File: config.mk
export PLATFORM = sky130hd
export DESIGN_NAME = multirow_edge_tagger
export DESIGN_NICKNAME = d
export VERILOG_FILES = /design/src/rtl/multirow_edge_tagger.sv
export SDC_FILE = /design/constraint.sdc
export NUM_CORES = 1
export LEC_CHECK = 0
export BUFFER_PORTS_ARGS = -buffer_cell sky130_fd_sc_hd__buf_2
export CORE_MARGIN = 1
export CORE_UTILIZATION = 45
export CTS_CLUSTER_DIAMETER = 150
export CTS_CLUSTER_SIZE = 12
export DETAILED_ROUTE_END_ITERATION = 8
export GPL_ROUTABILITY_DRIVEN = 0
export GPL_TIMING_DRIVEN = 0
export PLACE_DENSITY_LB_ADDON = 0.25
export SLEW_MARGIN = 20
export SYNTH_ARGS = -nofsm -noshare
export SYNTH_HDL_FRONTEND = slang
export SYNTH_SLANG_ARGS = --single-unit
File: constraint.sdc
create_clock -name i_clk -period 7.46 [get_ports i_clk]
set_input_delay 0 -clock i_clk [delete_from_list [all_inputs] [get_ports i_clk]]
set_output_delay 0 -clock i_clk [all_outputs]
set_load 0.01 [all_outputs]
File: src/rtl/multirow_edge_tagger.sv
// multirow_edge_tagger: tags each N-row beat with out-of-image neighbour masks,
// padding-lane flags and line/frame length errors, at a fixed 2-cycle latency.
`default_nettype none

module multirow_edge_tagger #(
    parameter int P_INPUT_ROWS_NUM = 5,
    parameter int P_ROW_DATA_WIDTH = 8,
    parameter int P_RADIUS         = 2,
    parameter int P_DIM_WIDTH      = 12
) (
    input  logic                                       i_clk,
    input  logic                                       i_rst_n,
    input  logic [P_DIM_WIDTH-1:0]                     i_cfg_width,
    input  logic [P_DIM_WIDTH-1:0]                     i_cfg_height,
    input  logic                                       i_v_async,
    input  logic                                       i_h_async,
    input  logic [P_INPUT_ROWS_NUM*P_ROW_DATA_WIDTH-1:0] i_rows_data,
    output logic                                       o_v_async,
    output logic                                       o_h_async,
    output logic [P_INPUT_ROWS_NUM*P_ROW_DATA_WIDTH-1:0] o_rows_data,
    output logic [P_INPUT_ROWS_NUM-1:0]                o_lane_valid,
    output logic [P_RADIUS-1:0]                        o_left_mask,
    output logic [P_RADIUS-1:0]                        o_right_mask,
    output logic [P_INPUT_ROWS_NUM*P_RADIUS-1:0]       o_top_mask,
    output logic [P_INPUT_ROWS_NUM*P_RADIUS-1:0]       o_bottom_mask,
    output logic                                       o_line_err,
    output logic                                       o_frame_err
);

    localparam int N  = P_INPUT_ROWS_NUM;
    localparam int DW = P_DIM_WIDTH;
    localparam int XW = P_DIM_WIDTH + 1;
    localparam int BW = P_INPUT_ROWS_NUM * P_ROW_DATA_WIDTH;
    localparam int MW = P_INPUT_ROWS_NUM * P_RADIUS;

    localparam logic [XW-1:0] N_X     = XW'(N);
    localparam logic [DW-1:0] DIM_MAX = '1;
    localparam logic [DW-1:0] ONE_D   = DW'(1);

    // input register stage
    logic           v_s1;
    logic           h_s1;
    logic [BW-1:0]  data_s1;
    logic [DW-1:0]  cfg_w_s1;
    logic [DW-1:0]  cfg_h_s1;
    logic           h_s1_1d;
    // frame-edge trackers reset high so that a release mid-frame never looks like a v rise
    logic           v_trk;
    logic           v_trk_1d;

    always_ff @(posedge i_clk or negedge i_rst_n) begin
        if (!i_rst_n) begin
            v_s1     <= 1'b0;
            h_s1     <= 1'b0;
            data_s1  <= '0;
            cfg_w_s1 <= '0;
            cfg_h_s1 <= '0;
            h_s1_1d  <= 1'b0;
            v_trk    <= 1'b1;
            v_trk_1d <= 1'b1;
        end else begin
            v_s1     <= i_v_async;
            h_s1     <= i_h_async;
            data_s1  <= i_rows_data;
            cfg_w_s1 <= i_cfg_width;
            cfg_h_s1 <= i_cfg_height;
            h_s1_1d  <= h_s1;
            v_trk    <= i_v_async;
            v_trk_1d <= v_trk;
        end
    end

    logic v_rise;
    logic v_fall;
    logic h_fall;
    assign v_rise = v_trk & ~v_trk_1d;
    assign v_fall = v_trk_1d & ~v_trk;
    assign h_fall = h_s1_1d & ~h_s1;

    logic [DW-1:0] cfg_w_eff;
    logic [DW-1:0] cfg_h_eff;
    assign cfg_w_eff = (cfg_w_s1 == '0) ? ONE_D : cfg_w_s1;
    assign cfg_h_eff = (cfg_h_s1 == '0) ? ONE_D : cfg_h_s1;

    // per-frame state
    logic          armed;
    logic [DW-1:0] width;
    logic [DW-1:0] height;
    logic [DW-1:0] blk_target;
    logic [DW-1:0] col_cnt;
    logic [DW-1:0] row_base;
    logic [DW-1:0] blk_cnt;

    logic [XW-1:0] row_base_sum;
    logic [DW-1:0] row_base_inc;
    logic [DW-1:0] blk_cnt_inc;
    logic [DW-1:0] col_cnt_inc;
    assign row_base_sum = {1'b0, row_base} + N_X;
    assign row_base_inc = row_base_sum[DW] ? DIM_MAX : row_base_sum[DW-1:0];
    assign blk_cnt_inc  = (blk_cnt == DIM_MAX) ? blk_cnt : blk_cnt + ONE_D;
    assign col_cnt_inc  = (col_cnt == DIM_MAX) ? col_cnt : col_cnt + ONE_D;

    always_ff @(posedge i_clk or negedge i_rst_n) begin
        if (!i_rst_n) begin
            armed      <= 1'b0;
            width      <= '0;
            height     <= '0;
            blk_target <= '0;
            col_cnt    <= '0;
            row_base   <= '0;
            blk_cnt    <= '0;
        end else if (v_rise) begin
            armed      <= 1'b1;
            width      <= cfg_w_eff;
            height     <= cfg_h_eff;
            // constant divisor: ceil(height / N) computed once per frame
            blk_target <= DW'(({1'b0, cfg_h_eff} + N_X - XW'(1)) / N_X);
            col_cnt    <= '0;
            row_base   <= '0;
            blk_cnt    <= '0;
        end else if (armed) begin
            col_cnt <= h_s1 ? col_cnt_inc : '0;
            if (h_fall) begin
                row_base <= row_base_inc;
                blk_cnt  <= blk_cnt_inc;
            end
            if (v_fall) begin
                armed <= 1'b0;
            end
        end else begin
            col_cnt <= '0;
        end
    end

    // a block closing on the same cycle as the frame still counts towards it
    logic [DW-1:0] blk_final;
    logic          line_bad;
    logic          frame_bad;
    assign blk_final = h_fall ? blk_cnt_inc : blk_cnt;
    assign line_bad  = armed & h_fall & (col_cnt != width);
    assign frame_bad = armed & v_fall & (blk_final != blk_target);

    logic                 active;
    logic [P_RADIUS-1:0]  left_c;
    logic [P_RADIUS-1:0]  right_c;
    logic [MW-1:0]        top_c;
    logic [MW-1:0]        bot_c;
    logic [N-1:0]         lv_c;
    logic [XW-1:0]        row_j;
    logic                 lane_ok;
    logic [XW-1:0]        col_x;
    logic [XW-1:0]        width_x;
    logic [XW-1:0]        height_x;

    assign active   = armed & h_s1;
    assign col_x    = {1'b0, col_cnt};
    assign width_x  = {1'b0, width};
    assign height_x = {1'b0, height};

    always_comb begin
        left_c  = '0;
        right_c = '0;
        top_c   = '0;
        bot_c   = '0;
        lv_c    = '0;
        row_j   = '0;
        lane_ok = 1'b0;
        for (int k = 0; k < P_RADIUS; k++) begin
            left_c[k]  = active & (col_x < XW'(k + 1));
            right_c[k] = active & ((col_x + XW'(k + 1)) >= width_x);
        end
        for (int j = 0; j < N; j++) begin
            row_j   = {1'b0, row_base} + XW'(j);
            lane_ok = row_j < height_x;
            lv_c[j] = active & lane_ok;
            for (int k = 0; k < P_RADIUS; k++) begin
                top_c[j*P_RADIUS+k] = active & (~lane_ok | (row_j < XW'(k + 1)));
                bot_c[j*P_RADIUS+k] = active & (~lane_ok | ((row_j + XW'(k + 1)) >= height_x));
            end
        end
    end

    // output register stage
    always_ff @(posedge i_clk or negedge i_rst_n) begin
        if (!i_rst_n) begin
            o_v_async     <= 1'b0;
            o_h_async     <= 1'b0;
            o_rows_data   <= '0;
            o_lane_valid  <= '0;
            o_left_mask   <= '0;
            o_right_mask  <= '0;
            o_top_mask    <= '0;
            o_bottom_mask <= '0;
            o_line_err    <= 1'b0;
            o_frame_err   <= 1'b0;
        end else begin
            o_v_async     <= v_s1;
            o_h_async     <= h_s1;
            o_rows_data   <= data_s1;
            o_lane_valid  <= lv_c;
            o_left_mask   <= left_c;
            o_right_mask  <= right_c;
            o_top_mask    <= top_c;
            o_bottom_mask <= bot_c;
            o_line_err    <= line_bad;
            o_frame_err   <= frame_bad;
        end
    end

endmodule

`default_nettype wire

# Word level (Yosys, flattened, before mapping)
# Cells that the tools add are included.
# totals
output_inout_bits	73
wordCells	165
inputBits	68
regBits	214
# classes
order_cmp	29
n_bitwise	65
n_eq_ne	5
muxes	17
reduce_logical	5
n_addsub	19
n_div	1
# ops
op	count
12-bit 2-to-1 mux	14
13-bit by 12-bit greater-or-equal comparator with 1-bit output	12
13-bit by 1-bit adder with 13-bit output, second input constant	4
13-bit by 2-bit adder with 13-bit output, second input constant	4
13-bit by 1-bit less-than comparator with 1-bit output, second input constant	4
13-bit by 12-bit less-than comparator with 1-bit output	4
13-bit by 2-bit less-than comparator with 1-bit output, second input constant	4
12-bit by 2-bit adder with 13-bit output, second input constant	3
12-bit by 3-bit adder with 13-bit output, second input constant	3
1-bit AND	37
12-bit by 1-bit adder with 13-bit output, second input constant	2
12-bit by 1-bit adder with 12-bit output, second input constant	2
12-bit == test, second input constant	2
12-bit logical NOT	2
12-bit by 1-bit less-than comparator with 1-bit output, second input constant	2
12-bit by 2-bit less-than comparator with 1-bit output, second input constant	2
12-bit != test	2
1-bit OR	20
13-bit by 3-bit divider with 13-bit output, second input constant	1
13-bit by 1-bit subtractor with 13-bit output, second input constant	1
12-bit less-than comparator	1
1-bit NOT	8
4-bit != test, second input constant	1
2-bit nonzero test	2
other kinds (2)	4

# Longest topological paths before layout
# Gate-level depths: netlist of the first run.
# logic_depth
ltp_word	5
depth_mapped	23
ltp_nobuf	21

# Least setup slack after synthesis of the first run
# No wires, ideal clock.
# synth_path
kind	register to register
start	reg cfg_h_s1[2]
end	reg blk_target[0]
n_path_buf	0
setup_ps	126
t_arrival_ps	5160
stages_incl_launch_ff	20
slack_ps	2174
synth_period_minus_slack_ps	5286
required_time_ps	7334
cell_sequence	dfrtp_1 > ha_1 > and3_1 > nand3_1 > o31a_1 > a211oi_1 > o32ai_1 > a211oi_1 > mux2_4 > a211oi_4 > a31oi_1 > and4_1 > ha_1 > and3_1 > a22oi_4 > mux2i_1 > a221oi_4 > and2b_4 > a221oi_2 > o32a_1
# synth_via
elab_chain_cells	5
# synth_rtl
element	line	rtl
start: declaration	45	logic [DW-1:0] cfg_h_s1;
start signal: assignment	66	cfg_h_s1 <= i_cfg_height;
12-bit logical NOT	83	assign cfg_h_eff = (cfg_h_s1 == '0) ? ONE_D : cfg_h_s1;
12-bit 2-to-1 mux *	83	
12-bit by 3-bit adder with 13-bit output *	117	blk_target <= DW'(({1'b0, cfg_h_eff} + N_X - XW'(1)) / N_X);
13-bit by 1-bit subtractor with 13-bit output *	117	
13-bit by 3-bit divider with 13-bit output *	117	
end signal: assignment	117	
end: declaration	89	logic [DW-1:0] blk_target;
# Mark *: on every way between the ends. The rest lies on a longest branch, timed or not.
# A chain may end at the register's enable or synchronous reset.

# Final worst setup path of the first run
# Ends and elaborated chain as after synthesis.

==> results.rst, run 1 <==
.. list-table::
   :header-rows: 1

   * - Metric
     - Value
   * - Maximum number of pins on one net before global-route repair
     - 99
   * - Dominant combinational cell family by area after synthesis
     - simple AND/OR/NAND/NOR gates
   * - Slowest cell delay on critical path
     - 0.82 ns
   * - Area overhead of the layout relative to synthesis
     - 17.0%
   * - Post-layout worst setup margin
     - 1.05 ns
   * - Height of the chip
     - 186 um
   * - Proportion of netlist area held by the largest area contributor
     - 34.7%
   * - ANT nets after route
     - 0
   * - Reg-to-reg slack, setup
     - 1.05 ns
   * - Final wirelength
     - 41.5 mm
   * - Post-synthesis share of cell area spent on and, or, nand and nor gates
     - 17.6%
   * - Clock network latency to the later pin of the worst-skew pair
     - 0.52 ns
   * - Power density relative to cell area
     - 184 nW/um^2
   * - Post-synthesis sequential element count
     - 213
   * - Synthesis Warnings
     - 0
   * - # rows
     - 67
   * - Sort of element at the end of the critical path
     - flip-flop
   * - Worst-case headroom to the max-slew limit
     - 32.0%
   * - Signal arrival time at the worst endpoint
     - 6.82 ns
   * - Leakage power figure
     - 8.31 nW
   * - Clock tree skew after final layout
     - 0.0206 ns
   * - Most frequent standard cell in the layout excluding fill and tap cells
     - sky130_fd_sc_hd__dfrtp_1
   * - Iteration-0 DRC Markers
     - 1134
   * - Share of post-route cells with drive strength above 1
     - 10.5%
   * - Buf/Inv on CP
     - 0
   * - Horiz. Die Dim
     - 186 um
   * - Setup violations, final
     - 0
   * - Post-synthesis cell count
     - 1670
   * - Max FO, Critical Path
     - 8
   * - RSZ-0062 raised after global routing
     - false
   * - Number of H-tree branching levels
     - 1
   * - Filler cell count
     - 3012
   * - Portion of the post-synthesis area used by sequential elements
     - 35.0%
   * - Initial Utilization
     - 45.5%
   * - Cell types occupying the most area after synthesis
     - sky130_fd_sc_hd__dfrtp_1, sky130_fd_sc_hd__ha_1, sky130_fd_sc_hd__xnor2_1, sky130_fd_sc_hd__o21ai_0, sky130_fd_sc_hd__xor2_1
   * - GRT Total Usage
     - 24.3%
   * - Endpoints failing hold
     - 0
   * - Number of DRC violations after detailed routing
     - 0
   * - Number of synthesized flops with an enable pin
     - 0
   * - Synthesized-area fraction occupied by adder cells
     - 15.9%
   * - Number of iterations in the first detailed-routing pass
     - 5
   * - Post-synthesis cell type count
     - 80
   * - Crit path cell chain
     - ha_1, and3_1, nand3_1, o31a_1, a211oi_1, o32ai_1, a211oi_1, mux2_4, a211oi_4, a31oi_1, and4_1, ha_1, nand2_1, nor2_1, a21oi_1, nand4b_1, o21ai_0, a221oi_4, and2b_4, a221oi_2, o32a_1
   * - Count of final max-slew check failures
     - 0
   * - Class of the most critical hold timing path
     - primary input to async pin
   * - Max Fclk
     - 0.156 GHz
   * - Req. time, crit path
     - 7.87 ns
   * - Total via count after detailed routing
     - 13300
   * - Port bufs
     - 140
   * - Post-synthesis share of cell area spent on xor and xnor gates
     - 9.95%
   * - CTS tree
     - built
   * - Quantity of hold-fixing buffers added after cts
     - 68
   * - Number of buffers created by CTS
     - 21
   * - Combinational share of power
     - 32.0%
   * - Post-synthesis average cell area
     - 9.12 sq um
   * - Critical Path Start Type
     - flip-flop
   * - Worst R2R End
     - blk_target[0]
   * - Largest delay share family, worst path
     - compound AO/OA/AOI/OAI gates
   * - Share of total power in the clock network
     - 28.9%
   * - Number of global-route vias before repair
     - 12800
   * - Total number of nets in the final design
     - 2164
   * - IO Count
     - 141
   * - ANT cells
     - 0
   * - Floorplan Core Area
     - 33400 sq um
   * - Switching part of the total
     - 33.7%
   * - Critical path type
     - flip-flop to flip-flop
   * - Flop pwr share
     - 39.1%
   * - Mux contribution to synthesized area
     - 1.12%
   * - Cells on worst reg2reg path
     - 21
   * - Setup TNS Final
     - 0 ns
   * - Number of max-cap violations
     - 0
   * - Reg-to-Reg Start
     - cfg_h_s1[2]
   * - Internal
     - 2.17 mW
   * - Number of vias per cell after detailed routing
     - 5.63
   * - Primary flip-flop cell chosen by synthesis mapping
     - sky130_fd_sc_hd__dfrtp_1
   * - Number of cells upsized or downsized after cts
     - 0
   * - Leading area contributor after synthesis
     - sky130_fd_sc_hd__dfrtp_1
   * - Period utilisation layout
     - 86.0%
   * - Post-CTS setup-driven buffer insertion count
     - 0
   * - Root buf cell
     - sky130_fd_sc_hd__clkbuf_16
   * - Routed wire length per instance
     - 17.6 um
   * - Post-Syn Nets
     - 1931
   * - Max VDD drop
     - 164 uV
   * - Clock slew seen by the registers of the worst setup and hold paths
     - 0.07 ns
   * - Post-Syn Area
     - 15200 sq um
   * - Slowest-stage cell, CP
     - sky130_fd_sc_hd__a211oi_1
   * - CTS sink count
     - 213
   * - HPWL Detailed
     - 29.8 mm
   * - Slew at the pin with the worst max-slew slack
     - 1.01 ns
   * - Power dissipated by switching net loads
     - 1.10 mW
   * - Async set-reset flop share out of synthesis
     - 100%
   * - Setup slack at placement
     - 1.21 ns
   * - First-pass GRT wire length
     - 66.7 mm
   * - GRT overflow
     - 0
   * - Most frequent cells in the layout
     - sky130_fd_sc_hd__dfrtp_1, sky130_fd_sc_hd__ha_1, sky130_fd_sc_hd__buf_2
   * - Result of the run
     - finished, final reports clean
   * - Antenna violations before repair
     - 0
   * - Die Area
     - 34600 sq um
   * - Area fraction in compound gates after synthesis
     - 16.3%
   * - Maximum clock path buffer count
     - 3
   * - Fin crit period
     - 6.41 ns
## tightest hold or removal path, cell delays in order
cell,delay (ns)
sky130_fd_sc_hd__dlygate4sd3_1,0.56
sky130_fd_sc_hd__buf_8,0.13
sky130_fd_sc_hd__buf_16,0.23
## through the flow
stage	hold WS (ns)	cells	util [%]	power, mW	cell area, sq um
2_1_floorplan	-0.296	1670	-	2.00	15200
3_3_place_gp	0.107	2258	49.3	2.27	16500
3_5_place_dp	-0.0755	2260	49.5	2.30	16600
4_1_cts	0.0474	2358	53.3	3.29	17800
5_1_grt	0.0788	2358	53.3	3.47	17800
6_report	0.0427	2358	53.3	3.27	17800
## synthesized netlist by cell type, drive strengths merged, types with 10 or more instances
master / n
dfrtp: 211
ha: 193
nand2: 124
xnor2: 119
nor2: 116
o21ai: 108
a21oi: 88
inv: 80
nand3: 67
xor2: 54
clkbuf: 50
nor2b: 50
nor3: 37
a31oi: 35
nand2b: 34
a21o: 32
nand4: 32
buf: 27
nor4: 23
o21a: 21
and3: 16
a211oi: 15
mux2i: 11
and2: 10
## worst max path at each step
stage	start	endpoint	slack, ns	depth (start not counted)
final	cfg_h_s1[2]	blk_target[0]	1.05	21
after global routing	cfg_h_s1[3]	blk_target[0]	0.72	21
after CTS	cfg_h_s1[3]	blk_target[0]	1.19	19
after detailed placement	cfg_h_s1[3]	blk_target[0]	1.21	19
after global placement	cfg_h_s1[3]	blk_target[0]	1.34	19
after floorplan	cfg_h_s1[2]	blk_target[0]	2.17	19
## cells by family after synthesis
kind of cell               Yosys count
buffers and inverters              158
muxes                               16
and+or+nand+nor                    536
DFF                                213
AOI/OAI and AO/OA                  381
xor gates and xnor gates           173
adders and majority gates          193
## cell type report
type	count	area, sq um	share of cell area, %
buffer	77	329	1.85
clock buffer	29	556	3.12
clock inverter	1	5.00	0.0281
inverter	81	304	1.71
multi-input combinational	1299	9270	52.0
sequential	213	5330	29.9
tap	448	561	3.15
timing repair buffer	210	1460	8.21
## metal layers
metal	track usage (%)	routed length (um)	vias up
met4	8.43	1190	0
met2	40.5	19400	447
li1	-	-	6383
met3	2.64	2250	77
met1	32.7	18700	6365
met5	0	0	-
## sequential cells by signal (all words and copies together) (netlist names), 2 cells and up
register	count
col_cnt	12
o_bottom_mask	10
row_base	12
data_s1	40
height	12
o_rows_data	40
cfg_w_s1	12
width	12
o_lane_valid	5
o_top_mask	10
cfg_h_s1	12
blk_cnt	12
o_right_mask	2
blk_target	11
o_left_mask	2
## power groups by stage
stage	Combinational [mW]	Sequential, mW	Clock [mW]
after floorplan	0.703	1.30	0
after global routing	1.17	1.29	1.01
after global placement	0.969	1.30	0
final	1.05	1.28	0.944
after CTS	1.04	1.28	0.974
after detailed placement	0.999	1.30	0
Power figures use the tool's default switching activity.
==> run 2, diff against run 1 <==
- PLACE_DENSITY_LB_ADDON: 0.25 -> 0.2
==> results.rst, run 2 (same netlist as run 1, synthesis figures left out) <==
.. list-table::
   :header-rows: 1

   * - Metric
     - Value
   * - Result of the run
     - finished, final reports clean
   * - Initial Utilization
     - 45.5%
   * - Height of the chip
     - 186 um
   * - Post-CTS setup-driven buffer insertion count
     - 0
   * - Share of post-route cells with drive strength above 1
     - 10.4%
   * - GRT overflow
     - 0
   * - Most frequent standard cell in the layout excluding fill and tap cells
     - sky130_fd_sc_hd__dfrtp_1
   * - Area overhead of the layout relative to synthesis
     - 16.8%
   * - RSZ-0062 raised after global routing
     - false
   * - Total number of nets in the final design
     - 2163
   * - Filler cell count
     - 3097
   * - Post-Place Cells
     - 2260
   * - Final standard cell count with taps included and fillers excluded
     - 2356
   * - Biggest regs
     - data_s1: 40 flops, o_rows_data: 40 flops
   * - Setup slack at placement
     - 1.29 ns
   * - Port bufs
     - 140
   * - CTS sink count
     - 213
   * - Setup TNS Final
     - 0 ns
   * - Area of the multi-input gates
     - 9270 sq um
   * - Max VDD drop
     - 157 uV
   * - Register area
     - 5330 sq um
   * - Count of final max-slew check failures
     - 0
   * - Sort of element at the end of the critical path
     - flip-flop
   * - Number of H-tree branching levels
     - 1
   * - Number of global-route vias before repair
     - 12900
   * - Maximum clock path buffer count
     - 3
   * - Final Core Density
     - 53.2%
   * - Total via count after detailed routing
     - 13300
   * - Most frequent cells in the layout
     - sky130_fd_sc_hd__dfrtp_1, sky130_fd_sc_hd__ha_1, sky130_fd_sc_hd__buf_2
   * - Worst-case headroom to the max-slew limit
     - 32.5%
   * - Number of iterations in the first detailed-routing pass
     - 6
   * - Slew at the pin with the worst max-slew slack
     - 1.01 ns
   * - HPWL Detailed
     - 29.8 mm
   * - ANT nets after route
     - 0
   * - Number of DRC violations after detailed routing
     - 0
   * - IO Count
     - 141
   * - Period utilisation layout
     - 85.6%
   * - Clock slew seen by the registers of the worst setup and hold paths
     - 0.07 ns
   * - Maximum number of pins on one net before global-route repair
     - 77
   * - Power after layout
     - 3.25 mW
   * - Leakage power figure
     - 8.29 nW
   * - Iteration-0 DRC Markers
     - 975
   * - Placed instance area
     - 16600 sq um
   * - Max Fclk
     - 0.157 GHz
   * - Min Hold Slack
     - 0.0538 ns
   * - Clock network latency to the later pin of the worst-skew pair
     - 0.51 ns
   * - Die Area
     - 34600 sq um
   * - Routed wire length per instance
     - 17.6 um
   * - Non-Filler Cell Area, Final
     - 17800 sq um
   * - Clock tree skew after final layout
     - 0.0214 ns
   * - Max FO, Critical Path
     - 8
   * - Post-layout worst setup margin
     - 1.07 ns
   * - Antenna violations before repair
     - 0
   * - GRT Total Usage
     - 24.7%
   * - Endpoints failing hold
     - 0
   * - Setup violations, final
     - 0
   * - Number of cells upsized or downsized after cts
     - 0
   * - Req. time, crit path
     - 7.85 ns
   * - Number of vias per cell after detailed routing
     - 5.63
   * - Fin crit period
     - 6.39 ns
   * - Horiz. Die Dim
     - 186 um
   * - ANT cells
     - 0
   * - # rows
     - 67
   * - Floorplan Core Area
     - 33400 sq um
   * - Number of max-cap violations
     - 0
   * - Power density relative to cell area
     - 183 nW/um^2
   * - Class of the most critical hold timing path
     - primary input to async pin
   * - Root buf cell
     - sky130_fd_sc_hd__clkbuf_16
   * - Final wirelength
     - 41.5 mm
   * - Critical Path Start Type
     - flip-flop
   * - Number of buffers created by CTS
     - 21
   * - First-pass GRT wire length
     - 67.6 mm
   * - Critical path type
     - flip-flop to flip-flop
   * - Signal arrival time at the worst endpoint
     - 6.77 ns
   * - Quantity of hold-fixing buffers added after cts
     - 67
   * - CTS tree
     - built
run 2: changes by cell type in the layout (fill, tap and decap cells not counted), sizes merged:
cell | previous run | this run
buf | 170 | 169
clkbuf | 79 | 78
run 2: layer usage:
metal	vias up	wire length (um)	GRT usage (%)
li1	6394	-	-
met1	6343	18800	33.1
met2	427	19400	41.5
met3	90	2120	2.47
met4	0	1160	7.97
met5	-	0	0
run 2: worst paths after layout:
check	start	to	slack, ns	cells after the start
max	cfg_h_s1[3]	blk_target[0]	1.07	19
min	i_rst_n	o_rows_data[33]	0.05	2
max reg2reg	cfg_h_s1[3]	blk_target[0]	1.07	19
min reg2reg	data_s1[22]	o_rows_data[22]	0.34	0
max in group asynchronous	i_rst_n	blk_cnt[5]	6.25	4
min in group i_clk	i_cfg_width[0]	cfg_w_s1[0]	0.12	2
run 2: critical path, cell delays in order, from the launching register on:
cell and delay (ns):
sky130_fd_sc_hd__dfrtp_1 0.52, sky130_fd_sc_hd__ha_1 0.38, sky130_fd_sc_hd__and3_1 0.26, sky130_fd_sc_hd__nand3_1 0.15, sky130_fd_sc_hd__o31a_1 0.37, sky130_fd_sc_hd__a211oi_1 0.82, sky130_fd_sc_hd__o32ai_1 0.15, sky130_fd_sc_hd__a211oi_1 0.49
sky130_fd_sc_hd__mux2_4 0.38, sky130_fd_sc_hd__nor2_1 0.32, sky130_fd_sc_hd__mux2i_1 0.24, sky130_fd_sc_hd__and4_1 0.27, sky130_fd_sc_hd__ha_1 0.25, sky130_fd_sc_hd__and3_1 0.26, sky130_fd_sc_hd__inv_1 0.06, sky130_fd_sc_hd__a311o_1 0.40
sky130_fd_sc_hd__a221oi_4 0.30, sky130_fd_sc_hd__xnor2_1 0.18, sky130_fd_sc_hd__a221oi_2 0.08, sky130_fd_sc_hd__o32a_1 0.36
run 2: area by class of cell:
class,count,area share [%]
Multi-Input combinational cell,1299,52.1
Sequential cell,213,30.0
Timing Repair Buffer,209,8.07
Tap cell,448,3.15
Clock buffer,28,3.10
Buffer,77,1.85
Inverter,81,1.71
Clock inverter,1,0.0281
run 2: power by group:
part	internal, mW	switching, mW	total (mW)	leakage (nW)
Sequential	1.23	0.0508	1.28	2.64
Clock	0.511	0.425	0.936	0.271
Combinational	0.424	0.614	1.04	5.38
Total	2.16	1.09	3.25	8.29
